$ cat config.mk
export PLATFORM = sky130hd
export DESIGN_NAME = pipelined_adder
export DESIGN_NICKNAME = d
export VERILOG_FILES = /design/src/rtl/pipelined_adder.sv
export SDC_FILE = /design/constraint.sdc
export NUM_CORES = 1
export LEC_CHECK = 0
export ABC_AREA = 1
export BUFFER_PORTS_ARGS = -buffer_cell sky130_fd_sc_hd__clkbuf_2
export CAP_MARGIN = 20
export CORE_ASPECT_RATIO = 1.2
export CORE_MARGIN = 2
export CORE_UTILIZATION = 25
export DETAILED_ROUTE_END_ITERATION = 16
export PLACE_DENSITY = 0.54
export SLEW_MARGIN = 20
export SYNTH_ARGS = -nofsm -noshare
export SYNTH_HDL_FRONTEND = slang
export SYNTH_SLANG_ARGS = --single-unit
$ cat constraint.sdc
create_clock -name clk -period 2.2 [get_ports clk]
set_clock_uncertainty 0.05 [all_clocks]
set_input_delay 0.11 -clock clk [delete_from_list [all_inputs] [get_ports clk]]
set_output_delay 0.11 -clock clk [all_outputs]
set_load 0.05 [all_outputs]
$ cat src/rtl/pipelined_adder.sv
// WIDTH-bit ripple-carry adder split into STAGES registered carry-chained slices with a valid/ready handshake.
// Optional signed-overflow output Ovf is enabled by defining ADDER_OVERFLOW_EN.
module pipelined_adder #(
    parameter int WIDTH  = 8,
    parameter int STAGES = 2
) (
    input  logic             clk,
    input  logic             rst,
    input  logic             in_valid,
    output logic             in_ready,
    input  logic [WIDTH-1:0] A,
    input  logic [WIDTH-1:0] B,
    input  logic             Cin,
    output logic             out_valid,
    input  logic             out_ready,
    output logic [WIDTH-1:0] Sum,
    output logic             Cout
`ifdef ADDER_OVERFLOW_EN
    ,
    output logic             Ovf
`endif
);

    localparam int CHUNK = WIDTH / STAGES;

    logic              adv;
    logic [WIDTH-1:0]  a_r  [STAGES];
    logic [WIDTH-1:0]  b_r  [STAGES];
    logic [WIDTH-1:0]  s_r  [STAGES];
    logic [STAGES-1:0] c_r;
    logic [STAGES-1:0] v_r;

    logic [WIDTH-1:0]  a_in [STAGES];
    logic [WIDTH-1:0]  b_in [STAGES];
    logic [WIDTH-1:0]  s_in [STAGES];
    logic [WIDTH-1:0]  s_nx [STAGES];
    logic [STAGES-1:0] c_in;
    logic [STAGES-1:0] c_nx;
    logic [STAGES-1:0] v_in;
    logic [CHUNK:0]    t;

    // The whole pipeline advances as one unit; bubbles are never squeezed out.
    assign adv      = !out_valid || out_ready;
    assign in_ready = adv;

    always_comb begin
        a_in = '{default: '0};
        b_in = '{default: '0};
        s_in = '{default: '0};
        c_in = '0;
        v_in = '0;
        a_in[0] = A;
        b_in[0] = B;
        c_in[0] = Cin;
        v_in[0] = in_valid && adv;
        for (int unsigned k = 1; k < STAGES; k++) begin
            a_in[k] = a_r[k-1];
            b_in[k] = b_r[k-1];
            s_in[k] = s_r[k-1];
            c_in[k] = c_r[k-1];
            v_in[k] = v_r[k-1];
        end
    end

    // Stage k adds its own slice and splices it into the partial sum from below.
    always_comb begin
        t    = '0;
        s_nx = '{default: '0};
        c_nx = '0;
        for (int unsigned k = 0; k < STAGES; k++) begin
            t = {1'b0, a_in[k][k*CHUNK +: CHUNK]}
              + {1'b0, b_in[k][k*CHUNK +: CHUNK]}
              + {{CHUNK{1'b0}}, c_in[k]};
            s_nx[k] = s_in[k];
            s_nx[k][k*CHUNK +: CHUNK] = t[CHUNK-1:0];
            c_nx[k] = t[CHUNK];
        end
    end

    always_ff @(posedge clk) begin
        if (rst) begin
            v_r <= '0;
            c_r <= '0;
            for (int unsigned k = 0; k < STAGES; k++) begin
                a_r[k] <= '0;
                b_r[k] <= '0;
                s_r[k] <= '0;
            end
        end else if (adv) begin
            v_r <= v_in;
            c_r <= c_nx;
            for (int unsigned k = 0; k < STAGES; k++) begin
                a_r[k] <= a_in[k];
                b_r[k] <= b_in[k];
                s_r[k] <= s_nx[k];
            end
        end
    end

    assign out_valid = v_r[STAGES-1];
    assign Sum       = s_r[STAGES-1];
    assign Cout      = c_r[STAGES-1];

`ifdef ADDER_OVERFLOW_EN
    logic ovf_nx;
    logic ovf_r;

    // Operand MSBs reaching the last stage are the delayed copies of A/B.
    always_comb begin
        ovf_nx = (a_in[STAGES-1][WIDTH-1] == b_in[STAGES-1][WIDTH-1])
              && (s_nx[STAGES-1][WIDTH-1] != a_in[STAGES-1][WIDTH-1]);
    end

    always_ff @(posedge clk) begin
        if (rst) begin
            ovf_r <= 1'b0;
        end else if (adv) begin
            ovf_r <= ovf_nx;
        end
    end

    assign Ovf = ovf_r;
`endif

endmodule

### After elaboration in Yosys (flattened, before gate mapping)

Memories as Yosys holds them, arrays and structs flattened.
Index checks and enable logic that the tools add are counted.

* flip-flop bits (word level): 4
* bits in latches: 0
* RAM bits: 48
* ROM bits: 0
* output and inout port bits: 11
* memories: 3

* add/subtract/negate cells: 4
* $mul: 0
* div/mod/pow operators: 0
* $lt $le $gt $ge: 0
* equality and inequality tests: 0
* shift-type cells: 0
* mux-type cells: 11
* bitwise operators: 6
* reductions and logical operators: 3

Memories
* a_r: words 2, bits a word 8, read ports 1, clocked after memory_dff 0, write ports 2, line 27 `logic [WIDTH-1:0] a_r [STAGES];`
* b_r: words 2, bits a word 8, read ports 1, clocked after memory_dff 0, write ports 2, line 28 `logic [WIDTH-1:0] b_r [STAGES];`
* s_r: words 2, bits a word 8, read ports 2, clocked after memory_dff 0, write ports 2, line 29 `logic [WIDTH-1:0] s_r [STAGES];`

Operator list (count)
* $mux 8: 6
* $add 4x4->5: 2
* $add 5x1->5: 2
* $or 1x1->1: 6
* $mux 1: 5
* $logic_and 1x1->1: 1
* $logic_not 1->1: 1
* $logic_or 1x1->1: 1

### Longest topological paths before layout

* depth in word-level cells: 6
* gate-level depth with buffers: 8
* depth with buffers taken out: 8

### Worst setup path before layout

No wires, ideal clock.

* path kind: reg2reg
* start point: register v_r[1]
* end point: memory a_r[0][4], enable pin
* library setup time: 0.404 ns
* arrival: 1.363 ns
* slack: 0.383 ns
* stages on the path, launching flop included: 4
* path buffers: 0
* cells stage by stage: dfxtp_1 -> inv_1 -> nor2_4 -> nand2_1

RTL lines
* start, declared: line 31 `logic [STAGES-1:0] v_r;`
* start signal, assigned: line 90 `v_r <= v_in;`
* end, declared: line 27

==> flow_summary.yaml <==
worst_setup_path:
  reg2reg_from: "a_r[0][4]$_SDFFCE_PN0P_"
  required_ns: 2.29
  crit_top_cell: "fa_1"
  ff2ff_path_depth: 4
  path_class: "register to register"
  crit_fanout: 2
  endpoint_kind: "register"
  path_buf_inv: 1
  cp_num_cells: 4
  critPathArrivalTime_ns: 1.68
  path_delay_family: "adder cells"
  start_kind: "register"
  crit_slowest_cell: "fa_1"
  cp_slowest_stage_delay_ns: 0.42
  r2r_setup_slack_ns: 0.60
  reg2reg_to: "s_r[0][13]$_SDFFCE_PN0P_"
  path_cells: "fa_1, inv_1, fa_1, nor2_2"
placement:
  dp_cells: 213
  io_buffer_count: 31
  place_ws_ns: 0.630
  place_hpwl_um: 1470
  routabilityCongestion: 0.722
layout:
  syn2layout_area_growth_pct: 23.0
  n_antenna_cell: 0
  final_nets: 189
  fin_cells: 217
  drive_above_1_share_pct: 31.2
sta:
  timing.final.crit_share_pct: 72.6
  hold_violations: 0
  rsz0062_at_grt: "no"
  slew_headroom_pct: 81.3
  clock.fmax_mhz: 626
  fin_tns_setup_ns: 0
  period_minus_slack_ns: 1.60
  fin_ws_ns: 0.603
  finalMaxSlewViolations: 0
  fin_hold_ws_ns: 0.00294
  setup_viol: 0
  tightest_slew_ns: 0.281
detailed_routing:
  drt_iter0_markers: 18
  first_pass_iters: 4
  wl_per_cell_um: 8.81
  via_per_inst: 3.82
  vias: 828
  drt-total-wl_um: 1910
  drc: 0
  drt.antenna.violating_nets: 0
logic_synthesis:
  yosysTopAreaCell: "edfxtp_1"
  yosys_warnings: 0
  postSynthAreaPerCell_um2: 10.3
  yosysSeqAreaShare_pct: 54.1
  synth_nets: 153
  synthCells: 122
  ys_ff_latch: 24
  synth_area_leaders: "edfxtp_1, inv_1, dfxtp_1"
  syn_area_mm2: 0.00126
  ys_types: 16
  synth_top_area_share_pct: 47.7
power_and_ir_drop:
  vdd_drop_max_mv: 0.238
  clkPwrFrac_pct: 32.5
  switching_share_pct: 27.0
  p_comb_share_pct: 20.4
  power.switching_mw: 0.317
  power_density_mw_per_mm2: 759
  p_int_mw: 0.858
  leakagePower_nw: 0.773
  power_mw: 1.18
  seq_power_share_pct: 47.1
run_status:
  status: "completed"
floorplanning:
  core.rowCount: 28
  die_area_mm2: 0.00562
  fp.dieH_um: 81.7
  initial_core_util_pct: 25.7
  fp.coreArea_mm2: 0.00490
  io_pins: 32
  die_w_um: 68.8
clocking:
  cts_made_buffers: 3
  cts-resized-gates: 0
  clock_latency_ns: 0.26
  htree_levels: 1
  cts_tree: "built"
  cts.path.max_buffers: 2
  postCtsSetupBuffers: 0
  cts_root_buf: "clkbuf_8"
  postCtsHoldBufs: 0
  clk_pin_slew_ns: 0.08
  clkSinkCount: 24
min_path:
  hold_end: "v_r[0]$_SDFFE_PP0N_"
  whs_path_depth: 3
  hold_class: "input port to register"
  hp-start: "in_valid"
grt:
  met2_usage_pct: 11.8
  top_usage_layer: "met2"
  antenna_found_initial: 0
  grt_start_max_net_pins: 21
  track_usage_pct: 7.51
  grt_pass1_vias: 764
  overflow: 0
  grt_first_pass_wirelength_um: 3240
  grt_use_met3_pct: 1.51
  use_met1_pct: 10.1
flow_run:
  maxCapViolCount: 0
-- cell usage after synthesis --
library cell,n
o21ai_1,1
nor2_8,1
nor2_4,2
nand3_1,6
ha_1,6
edfxtp_1,20
inv_6,1
fa_1,4
nor2_1,10
o21ai_0,1
dfxtp_1,4
nor2_2,9
buf_12,1
nand2_1,20
a21oi_1,6
inv_1,30
-- power groups by stage --
stage / logic (mW) / clock network, mW / registers, mW
floorplan: 0.115 / 0 / 0.634
global placement: 0.241 / 0 / 0.565
detailed placement: 0.244 / 0 / 0.566
CTS: 0.244 / 0.387 / 0.555
global route: 0.268 / 0.405 / 0.559
finish: 0.240 / 0.381 / 0.554
-- per-layer routing --
layer | vias up | wire length (um)
li1 | 445 | -
met1 | 360 | 834
met2 | 21 | 922
met3 | 2 | 135
met4 | 0 | 19
met5 | - | 0
-- cell families (layout without fill, tap and decap cells) --
kind of cell,Yosys count,in the layout,share of synthesized area [%]
buffers and inverters,32,67,11.2
DFF,24,24,54.1
AOI/OAI and AO/OA,8,8,3.18
adders and majority gates,10,10,12.3
and+or+nand+nor,48,48,19.2
-- metrics by stage --
| step | utilization, % | cell area (um^2) |
|---|---|---|
| final | 31.6 | 1550 |
| after detailed placement | 30.1 | 1480 |
| after floorplan | - | 1260 |
| after global placement | 30.1 | 1480 |
| after CTS | 31.6 | 1550 |
| after global routing | 31.6 | 1550 |
-- worst min-delay path: stages --
cell and delay [ns]:
clkbuf_2 0.08, nand2_1 0.04, o21ai_1 0.06
-- sequential cells by signal (all words and copies together), names as in the netlist --
register	flops
s_r	12
v_r	2
b_r	4
a_r	4
c_r	2
-- layout make-up --
| cell class | count | area, um^2 |
|---|---|---|
| Clock buffer | 3 | 41.3 |
| Clock inverter | 1 | 30.0 |
| Fill cell | 542 | 3360 |
| Inverter | 31 | 121 |
| Multi-Input combinational cell | 66 | 437 |
| Sequential cell | 24 | 681 |
| Tap cell | 60 | 75.1 |
| Timing Repair Buffer | 32 | 163 |
-- how the worst max path moves through the flow --
stage / endpoint / slack, ns / startpoint
floorplan: a_r[0][4]$_SDFFCE_PN0P_ / 0.38 / v_r[1]$_SDFFE_PP0N_
global placement: s_r[0][13]$_SDFFCE_PN0P_ / 0.63 / a_r[0][4]$_SDFFCE_PN0P_
detailed placement: s_r[0][13]$_SDFFCE_PN0P_ / 0.63 / a_r[0][4]$_SDFFCE_PN0P_
CTS: s_r[0][13]$_SDFFCE_PN0P_ / 0.60 / a_r[0][4]$_SDFFCE_PN0P_
global route: s_r[0][13]$_SDFFCE_PN0P_ / 0.52 / a_r[0][4]$_SDFFCE_PN0P_
finish: s_r[0][13]$_SDFFCE_PN0P_ / 0.60 / a_r[0][4]$_SDFFCE_PN0P_
-- layout by cell type (no fill, tap or decap), types with 2 or more instances in the layout --
cell       n
clkbuf_2  31
inv_1     30
nand2_1   20
edfxtp_1  20
nor2_1    10
nor2_2     9
a21oi_1    6
nand3_1    6
ha_1       6
fa_1       4
dfxtp_1    4
clkbuf_8   3
nor2_4     2
(Power assumes the default switching activity.)
